### src/rtl/miinst_issue_queue_if.sv
// Shared micro-instruction types plus the fetch-side bundle and issue-side uop interfaces
// used by miinst_issue_queue.
`ifndef MQ_N
`define MQ_N 4
`endif

package miinst_pkg;
    typedef enum logic [3:0] {
        MIOP_NOP   = 4'd0,
        MIOP_SLLI  = 4'd1,
        MIOP_LOAD  = 4'd2,
        MIOP_STORE = 4'd3,
        MIOP_ADD   = 4'd4,
        MIOP_BR    = 4'd5
    } miop_e;

    typedef struct packed {
        miop_e       op;
        logic [4:0]  rd;
        logic [4:0]  rs1;
        logic [4:0]  rs2;
        logic [12:0] imm;
    } miinst_t;

    typedef logic [31:0] addr_t;
endpackage

// valid/ready on both interfaces: a transfer happens on a rising clk edge where valid && ready
// are both high; the producer may not assume acceptance before that edge.
interface miq_bundle_if #(parameter int N_SLOT = `MQ_N);
    import miinst_pkg::*;
    logic                 in_valid;
    logic                 in_ready;
    miinst_t [N_SLOT-1:0] in_miinst;
    addr_t                in_pc;

    modport master (output in_valid, output in_miinst, output in_pc, input in_ready);
    modport slave  (input in_valid, input in_miinst, input in_pc, output in_ready);
endinterface

interface miq_uop_if;
    import miinst_pkg::*;
    logic    out_valid;
    logic    out_ready;
    miinst_t out_miinst;
    addr_t   out_pc;
    logic    out_last;

    modport master (output out_valid, output out_miinst, output out_pc, output out_last, input out_ready);
    modport slave  (input out_valid, input out_miinst, input out_pc, input out_last, output out_ready);
endinterface

### src/rtl/miinst_issue_queue.sv
// Buffers whole micro-instruction bundles and issues their non-NOP slots one per cycle.
// Optional MIQ_PERF_EN adds a saturating fetch-stall counter output perf_stall_cnt.
`ifndef MQ_N
`define MQ_N 4
`endif

module miinst_issue_queue
    import miinst_pkg::*;
#(
    parameter int N_SLOT = `MQ_N,
    parameter int DEPTH  = 2
) (
    input  logic        clk,
    input  logic        rstn,
    input  logic        flush,
    miq_bundle_if.slave fetch,
    miq_uop_if.master   issue
`ifdef MIQ_PERF_EN
    ,
    output logic [31:0] perf_stall_cnt
`endif
);

    localparam int PW = (DEPTH > 1) ? $clog2(DEPTH) : 1;
    localparam int CW = $clog2(DEPTH) + 1;
    localparam int SW = (N_SLOT > 1) ? $clog2(N_SLOT) : 1;

    logic [PW-1:0]        wr_ptr_q, wr_ptr_d;
    logic [PW-1:0]        rd_ptr_q, rd_ptr_d;
    logic [CW-1:0]        count_q, count_d;
    logic [N_SLOT-1:0]    mask_q [DEPTH];
    logic [N_SLOT-1:0]    mask_d [DEPTH];
    miinst_t [N_SLOT-1:0] slots_q [DEPTH];
    addr_t                pc_q [DEPTH];

    logic [N_SLOT-1:0] in_mask;
    logic [N_SLOT-1:0] head_mask;
    logic [SW-1:0]     sel;
    logic              in_ready, out_valid, out_last;
    logic              push, push_wr, hs, pop;

    always_comb begin
        in_mask = '0;
        for (int i = 0; i < N_SLOT; i++) begin
            in_mask[i] = (fetch.in_miinst[i].op != MIOP_NOP);
        end
    end

    assign head_mask = mask_q[rd_ptr_q];

    // Descending scan so the lowest set bit wins.
    always_comb begin
        sel = '0;
        for (int i = N_SLOT - 1; i >= 0; i--) begin
            if (head_mask[i]) sel = SW'(i);
        end
    end

    assign in_ready  = (count_q < CW'(DEPTH));
    assign out_valid = (count_q != '0);
    assign out_last  = out_valid && (head_mask != '0) &&
                       ((head_mask & (head_mask - N_SLOT'(1))) == '0);

    assign push    = fetch.in_valid && in_ready && !flush;
    assign push_wr = push && (in_mask != '0);
    assign hs      = out_valid && issue.out_ready;
    assign pop     = hs && out_last;

    always_comb begin
        mask_d   = mask_q;
        wr_ptr_d = wr_ptr_q;
        rd_ptr_d = rd_ptr_q;
        count_d  = count_q;
        if (hs) mask_d[rd_ptr_q][sel] = 1'b0;
        if (pop) rd_ptr_d = rd_ptr_q + PW'(1);
        if (push_wr) begin
            mask_d[wr_ptr_q] = in_mask;
            wr_ptr_d         = wr_ptr_q + PW'(1);
        end
        if (push_wr && !pop) begin
            count_d = count_q + CW'(1);
        end else if (!push_wr && pop) begin
            count_d = count_q - CW'(1);
        end
        // A same-cycle issue handshake is still consumed; everything buffered is dropped.
        if (flush) begin
            for (int d = 0; d < DEPTH; d++) mask_d[d] = '0;
            wr_ptr_d = '0;
            rd_ptr_d = '0;
            count_d  = '0;
        end
    end

    always_ff @(posedge clk or negedge rstn) begin
        if (!rstn) begin
            wr_ptr_q <= '0;
            rd_ptr_q <= '0;
            count_q  <= '0;
            for (int d = 0; d < DEPTH; d++) mask_q[d] <= '0;
        end else begin
            wr_ptr_q <= wr_ptr_d;
            rd_ptr_q <= rd_ptr_d;
            count_q  <= count_d;
            mask_q   <= mask_d;
        end
    end

    always_ff @(posedge clk or negedge rstn) begin
        if (!rstn) begin
            for (int d = 0; d < DEPTH; d++) begin
                slots_q[d] <= '0;
                pc_q[d]    <= '0;
            end
        end else if (push_wr) begin
            slots_q[wr_ptr_q] <= fetch.in_miinst;
            pc_q[wr_ptr_q]    <= fetch.in_pc;
        end
    end

    assign fetch.in_ready   = in_ready;
    assign issue.out_valid  = out_valid;
    assign issue.out_last   = out_last;
    assign issue.out_miinst = out_valid ? slots_q[rd_ptr_q][sel] : '0;
    assign issue.out_pc     = out_valid ? pc_q[rd_ptr_q] : '0;

`ifdef MIQ_PERF_EN
    logic [31:0] stall_q;

    always_ff @(posedge clk or negedge rstn) begin
        if (!rstn) begin
            stall_q <= '0;
        end else if (fetch.in_valid && !in_ready && !flush && (stall_q != 32'hFFFF_FFFF)) begin
            stall_q <= stall_q + 32'd1;
        end
    end

    assign perf_stall_cnt = stall_q;
`endif

endmodule

### src/flat_wrapper.sv
// flat-port wrapper written by rule: the top's interface ports become plain ports
module miinst_issue_queue_flat import miinst_pkg::*;
#(
    parameter int N_SLOT = `MQ_N,
    parameter int DEPTH  = 2
)
  (clk, rstn, flush, fetch_in_valid, fetch_in_miinst, fetch_in_pc, fetch_in_ready, issue_out_valid, issue_out_miinst, issue_out_pc, issue_out_last, issue_out_ready);
  miq_bundle_if #(.N_SLOT(N_SLOT)) fetch_i ();
  miq_uop_if issue_i ();
  input  logic clk;
  input  logic rstn;
  input  logic flush;
  input wire logic [$bits(fetch_i.in_valid)-1:0] fetch_in_valid;
  input wire logic [$bits(fetch_i.in_miinst)-1:0] fetch_in_miinst;
  input wire logic [$bits(fetch_i.in_pc)-1:0] fetch_in_pc;
  output wire logic [$bits(fetch_i.in_ready)-1:0] fetch_in_ready;
  output wire logic [$bits(issue_i.out_valid)-1:0] issue_out_valid;
  output wire logic [$bits(issue_i.out_miinst)-1:0] issue_out_miinst;
  output wire logic [$bits(issue_i.out_pc)-1:0] issue_out_pc;
  output wire logic [$bits(issue_i.out_last)-1:0] issue_out_last;
  input wire logic [$bits(issue_i.out_ready)-1:0] issue_out_ready;
  assign fetch_i.in_valid = fetch_in_valid;
  assign fetch_i.in_miinst = fetch_in_miinst;
  assign fetch_i.in_pc = fetch_in_pc;
  assign fetch_in_ready = fetch_i.in_ready;
  assign issue_out_valid = issue_i.out_valid;
  assign issue_out_miinst = issue_i.out_miinst;
  assign issue_out_pc = issue_i.out_pc;
  assign issue_out_last = issue_i.out_last;
  assign issue_i.out_ready = issue_out_ready;
  miinst_issue_queue #(.N_SLOT(N_SLOT), .DEPTH(DEPTH)) u_core (.clk(clk), .rstn(rstn), .flush(flush), .fetch(fetch_i), .issue(issue_i));
endmodule
### config.mk
export PLATFORM = sky130hd
export DESIGN_NAME = miinst_issue_queue_flat
export DESIGN_NICKNAME = d
export VERILOG_FILES = /design/src/rtl/miinst_issue_queue_if.sv /design/src/rtl/miinst_issue_queue.sv /design/src/flat_wrapper.sv
export SDC_FILE = /design/constraint.sdc
export NUM_CORES = 1
export LEC_CHECK = 0
export BUFFER_PORTS_ARGS = -buffer_cell sky130_fd_sc_hd__buf_4
export CAP_MARGIN = 40
export CORE_ASPECT_RATIO = 0.8
export CORE_MARGIN = 5
export CORE_UTILIZATION = 52
export DETAILED_ROUTE_END_ITERATION = 8
export GPL_TIMING_DRIVEN = 0
export PLACE_DENSITY = 0.74
export SYNTH_ARGS = -nofsm -noshare
export SYNTH_HDL_FRONTEND = slang
export SYNTH_SLANG_ARGS = --single-unit
### constraint.sdc
create_clock -name clk -period 2.3 [get_ports clk]
set_clock_uncertainty 0.1 [all_clocks]
set_input_delay 0.46 -clock clk [delete_from_list [all_inputs] [get_ports clk]]
set_output_delay 0.46 -clock clk [all_outputs]
set_load 0.05 [all_outputs]
==> impl_metrics.toml, run 1 <==
[status]
status = "complete, but fails checks"
violations = "setup timing"

[floorplanning]
rows = 56
die_h_um = 163
ios = 232
coreArea_mm2 = 0.0291
floorplan.die_area_mm2 = 0.0330
dieWidth_um = 202
initial_core_util_pct = 52.5

[hold_path]
min_path_type = "input port to register"
hold_start = "fetch_in_miinst[19]"

[sta]
rsz0062_at_grt = "yes"
min_period_ps = 2980
worstMarginPinSlew_ps = 909
setup_violations = 65
hold_viol = 0
slew_headroom_pct = 39.4
timing.final.crit_share_pct = 129
fmax_mhz = 336
fin_ws_ps = -676
finalMaxSlewViolations = 0

[critical_path]
crit_path_end_kind = "primary output"
reg2reg_slack_ps = 90
cp-startpoint = "u_core.rd_ptr_q"
cp.required_ps = 1740
start_kind = "register"
cp_max_fo = 10
critical_path_class = "register to primary output"
cp.arrival_ps = 2420
reg2reg_from = "u_core.count_q[1]"

[clock_tree]
cts_tree = "done"
cts_buffers = 36
cts.sinks = 332
htree_levels = 2
clk_latency_ps = 510
clock_path_buffers = 3
root_buffer = "clkbuf_16"
clk_pin_slew_worst_paths_ps = 60

[placement]
routabilityCongestion = 0.877
dp_cells = 2090
io_buffers = 231
place_hpwl_um = 33600
place_area_mm2 = 0.0186

[logic_synthesis]
synth_fp_nets = 1645
synth-seq-cells = 332
yosys_warnings = 0
async_reset_ff_share_pct = 100
synthCells = 1480
yosysSeqAreaShare_pct = 54.3
synth_edf_count = 0
synth_cell_types = 38
syn_avg_cell_area_um2 = 10.3
synth_ff_type = "dfrtp_1"
netlist_area_mm2 = 0.0153

[global_routing]
grt_antenna_before_repair = 0
grt_overflow = 0
grt_pass1_vias = 13236
grt_max_degree = 118
grt_pass1_wl_um = 76300
track_usage_pct = 29.5

[power]
swShare_pct = 33.7
p_leak_nw = 9.68
ir_drop_mv = 0.622
combPwrFrac_pct = 29.6
seqPwrFrac_pct = 40.4
netSwitchingPower_mw = 6.90
power_frac_clock_pct = 30.0
powerDensity_mw_per_mm2 = 941
power.internal_mw = 13.6

[final_layout]
nets = 1945
final_util_pct = 74.7
drive_gt1_share_pct = 38.1
stdcell_area_mm2 = 0.0218
mostFrequentLayoutCells = "nand2_1, dfrtp_1, buf_4"
layoutNonFillerInstCount = 2183
area_growth_syn_to_layout_pct = 42.2
fillers = 1914
num_antenna_cells = 0
layout_commonest_cell = "nand2_1"

[drt]
viasPerCell = 5.84
vias = 12754
wirelength_um = 49800
drt-initial-drc-count = 1288
drc = 0
dr.pass1.iters = 5
wl_per_cell_um = 22.8
antenna_left = 0

[job]
drv_cap = 0
==> what timing repair did <==
action / CTS / global route
buffers inserted: 15 / 9
resized for setup: 300 / 73
hold buffers: 1 / 0
pin swaps: 13 / 21
cloned: 2 / 3
hold endpoints to repair: 82 / 0
endpoints found under the setup margin: 141 / 88
==> worst max-delay path: stages (launching register included) <==
cell and delay (ps):
dfrtp_1 360, buf_8 150, clkbuf_8 220, clkbuf_16 210
mux2i_4 280, a22oi_2 120, o21ai_2 310, a21oi_4 70
buf_6 170
==> power by group through the flow <==
stage	registers [mW]	logic [mW]	clock network, mW
5_1_grt	8.42	6.49	6.42
4_1_cts	8.18	5.82	6.18
3_3_place_gp	8.03	4.83	0
2_1_floorplan	7.87	3.56	0
6_report	8.27	6.07	6.13
3_5_place_dp	8.11	4.98	0
==> through the flow <==
| step | hold WS (ps) | total power [mW] | setup slack [ps] | setup TNS, ps |
|---|---|---|---|---|
| after floorplan | 64.4 | 11.4 | -151 | -21380 |
| after global placement | 356 | 12.9 | -2410 | -982880 |
| after detailed placement | 362 | 13.1 | -806 | -199040 |
| after CTS | 31.2 | 20.2 | -628 | -37520 |
| after global routing | 38.8 | 21.3 | -723 | -41750 |
| final | 35.7 | 20.5 | -676 | -38120 |
==> layer usage <==
layer | vias to the layer above | GRT usage (%) | routed length, um | share of wire [%]
met5 | - | 0 | 0 | 0
met4 | 0 | 7.92 | 1280 | 2.6
met3 | 94 | 6.55 | 4370 | 8.8
met2 | 584 | 45.8 | 22700 | 46
met1 | 6386 | 42.6 | 21500 | 43
li1 | 5690 | - | - | -
==> registers in the layout, summed over array words and instances (netlist names) <==
signal,cells
u_core.wr_ptr_q,1
u_core.rd_ptr_q,1
u_core.pc_q,64
u_core.slots_q,256
u_core.count_q,2
u_core.mask_q,8
==> final cells by class <==
cell class	instances	area [um^2]	share of cell area [%]
Multi-Input combinational cell	1037	8440	38.8
Tap cell	377	472	2.17
Clock inverter	13	186	0.857
Clock buffer	51	1070	4.91
Buffer	104	1050	4.84
Sequential cell	332	8310	38.2
Timing Repair Buffer	263	2210	10.1
Inverter	6	26.3	0.121
==> synthesized netlist by cell type, drive strengths merged, types with 3 or more instances <==
| cell | n | share of area, % |
|---|---|---|
| a21oi | 43 | 1.4 |
| o21ai | 35 | 1.1 |
| or4 | 4 | 0.25 |
| nand3 | 6 | 0.23 |
| mux2i | 96 | 6.3 |
| nor2 | 39 | 0.96 |
| clkbuf | 56 | 1.4 |
| inv | 6 | 0.15 |
| a221oi | 32 | 1.8 |
| xor2 | 5 | 0.29 |
| nor2b | 3 | 0.12 |
| a31oi | 32 | 1.3 |
| nor3 | 5 | 0.20 |
| mux2 | 162 | 12 |
| nor3b | 34 | 1.7 |
| nand2 | 488 | 12 |
| o211ai | 8 | 0.39 |
| dfrtp | 332 | 54 |
| buf | 49 | 1.8 |
| a22oi | 32 | 1.6 |
==> final timing paths <==
kind,cells past startpoint,endpoint
min reg2reg,2,u_core.slots_q[67]
max in group asynchronous,3,u_core.slots_q[124]
max,8,issue_out_miinst[23]
min in group asynchronous,2,u_core.slots_q[5]
max reg2reg,6,u_core.slots_q[241]
min,3,u_core.slots_q[19]
==> logic make-up after synthesis <==
logic type	count (synthesis)	share of synthesized area [%]
AOI/OAI and AO/OA	190	8.24
buffers and inverters	111	3.36
and+or+nand+nor	584	15.6
muxes	258	18.2
DFF	332	54.3
xor gates and xnor gates	5	0.286
Power figures use the tool's default switching activity.
==> inputs of run 2 (changes only) <==
Settings changed: REMOVE_ABC_BUFFERS set to 1.
==> run 2 against run 1 <==
  * The flow still finishes with violations (setup timing)
  * Wire length grew 4.3%
  * Register-to-register slack lost 220 ps
  * Critical path depth grew 3
  * Sequential share of layout area grew 0.87 points
  * Combinational power shrank 9.6%
  * Largest cell class is now registers
  * Largest power group unchanged
  * Highest routed layer is now met5
==> impl_metrics.toml, run 2 (same netlist as run 1, synthesis figures left out) <==
[power]
seqPwrFrac_pct = 41.7
ir_drop_mv = 0.616
power_frac_clock_pct = 30.0
finalPower_mw = 19.4
combPwrFrac_pct = 28.3
power.internal_mw = 13.3
netSwitchingPower_mw = 6.13
powerDensity_mw_per_mm2 = 911
swShare_pct = 31.6
p_leak_nw = 9.91

[floorplanning]
initial_core_util_pct = 52.5
dieWidth_um = 202
ios = 232
rows = 56
floorplan.die_area_mm2 = 0.0330
coreArea_mm2 = 0.0291
die_h_um = 163

[drt]
antenna_left = 0
wirelength_um = 51900
viasPerCell = 5.97
drt-initial-drc-count = 1122
dr.pass1.iters = 6
wl_per_cell_um = 23.7
drc = 0
vias = 13092

[final_layout]
final_util_pct = 73.0
mostFrequentLayoutCells = "nand2_1, dfrtp_1, buf_4"
ff_latch_area_mm2 = 0.00831
layout_commonest_cell = "nand2_1"
reg_top3 = "u_core.slots_q: 256 flops, u_core.pc_q: 64 flops, u_core.mask_q: 8 flops"
largest-register = "u_core.slots_q"
num_antenna_cells = 0
area_growth_syn_to_layout_pct = 39.1
multi_input_area_mm2 = 0.00707
layoutNonFillerInstCount = 2193
nets = 1957
stdcell_area_mm2 = 0.0213
fillers = 1919
drive_gt1_share_pct = 31.1
largest_reg_flops = 256

[clock_tree]
clock_path_buffers = 3
htree_levels = 2
cts_tree = "done"
cts_buffers = 36
cts.sinks = 332
clk_pin_slew_worst_paths_ps = 60
root_buffer = "clkbuf_16"
clk_latency_ps = 500

[critical_path]
cp.arrival_ps = 2810
crit_path_end_kind = "primary output"
reg2reg_slack_ps = -130
cp.depth = 11
slowest_delay_ps = 500
start_kind = "register"
cp_cell_sequence = "buf_16, buf_16, nor3_4, nor2_4, buf_12, nor3_4, buf_6, buf_8, a221oi_1, a21oi_1, buf_4"
reg2reg_depth = 10
critical_path_class = "register to primary output"
cp.required_ps = 1740
slowest_stage = "dfrtp_4"
crit_family = "buffers and inverters"
path_buf_inv = 6
cp_max_fo = 5

[hold_path]
min_path_type = "input port to register"
holdPathStages = 3

[global_routing]
grt_antenna_before_repair = 1
grt_pass1_wl_um = 75500
track_usage_pct = 29.1
grt_max_degree = 122
grt_overflow = 0
grt_pass1_vias = 13313

[sta]
timing.hold.ws_ps = 41.5
worstMarginPinSlew_ps = 752
timing.final.crit_share_pct = 147
hold_viol = 0
setup_violations = 72
fmax_mhz = 297
fin_ws_ps = -1070
min_period_ps = 3370
setup_tns_ps = -48910
slew_headroom_pct = 49.9
finalMaxSlewViolations = 0
rsz0062_at_grt = "yes"

[job]
drv_cap = 0

[status]
status = "complete, but fails checks"
violations = "setup timing"

[placement]
place_hpwl_um = 27000
io_buffers = 231
place_area_mm2 = 0.0178
dp_slack_ps = -1910
dp_cells = 2027
routabilityCongestion = 0.796
[run 2: worst register-to-register path: cells and delay by family, from the launching register on]
family / cells / cell delay, ps
AND/OR/NAND/NOR: 1 / 170
flip-flops: 1 / 500
AO/OA/AOI/OAI: 4 / 860
buffers and inverters: 5 / 680
[run 2: worst paths after layout]
check	startpoint	to
max	u_core.rd_ptr_q	issue_out_miinst[7]
min	fetch_in_pc[16]	u_core.pc_q[16]
max reg2reg	u_core.rd_ptr_q	u_core.count_q[0]
min reg2reg	u_core.slots_q[64]	u_core.slots_q[64]
max in group asynchronous	rstn	u_core.pc_q[22]
min in group asynchronous	rstn	u_core.slots_q[130]
[run 2: power groups by stage]
stage                     registers, mW  clock network, mW  logic, mW
after global routing               8.21               6.15       5.88
final                              8.09               5.82       5.49
after floorplan                    7.88                  0       2.88
after CTS                          7.98               5.88       4.96
after global placement             8.04                  0       4.13
after detailed placement           8.04                  0       4.28
[run 2: routing by layer]
layer,global-route usage [%],share of wire (%)
met5,0,0.021
met2,47.1,47
met4,9.29,2.9
met3,6.95,8.7
met1,39.2,41
[run 2: timing repair]
action	in CTS	in global routing
setup buffers	53	35
resized for setup	117	123
hold endpoints to repair	94	0
hold buffers	1	0
gates cloned	17	12
pin swaps	28	28
endpoints found under the setup margin	362	248
[run 2: area by class of cell]
cell class / count / area share, %
well taps: 377 / 2.22
inverters: 6 / 0.165
flip-flops and latches: 332 / 39.1
clock buffers: 57 / 5.17
clock inverters: 5 / 0.353
multi-input cells: 1040 / 33.2
repair buffers: 376 / 19.8
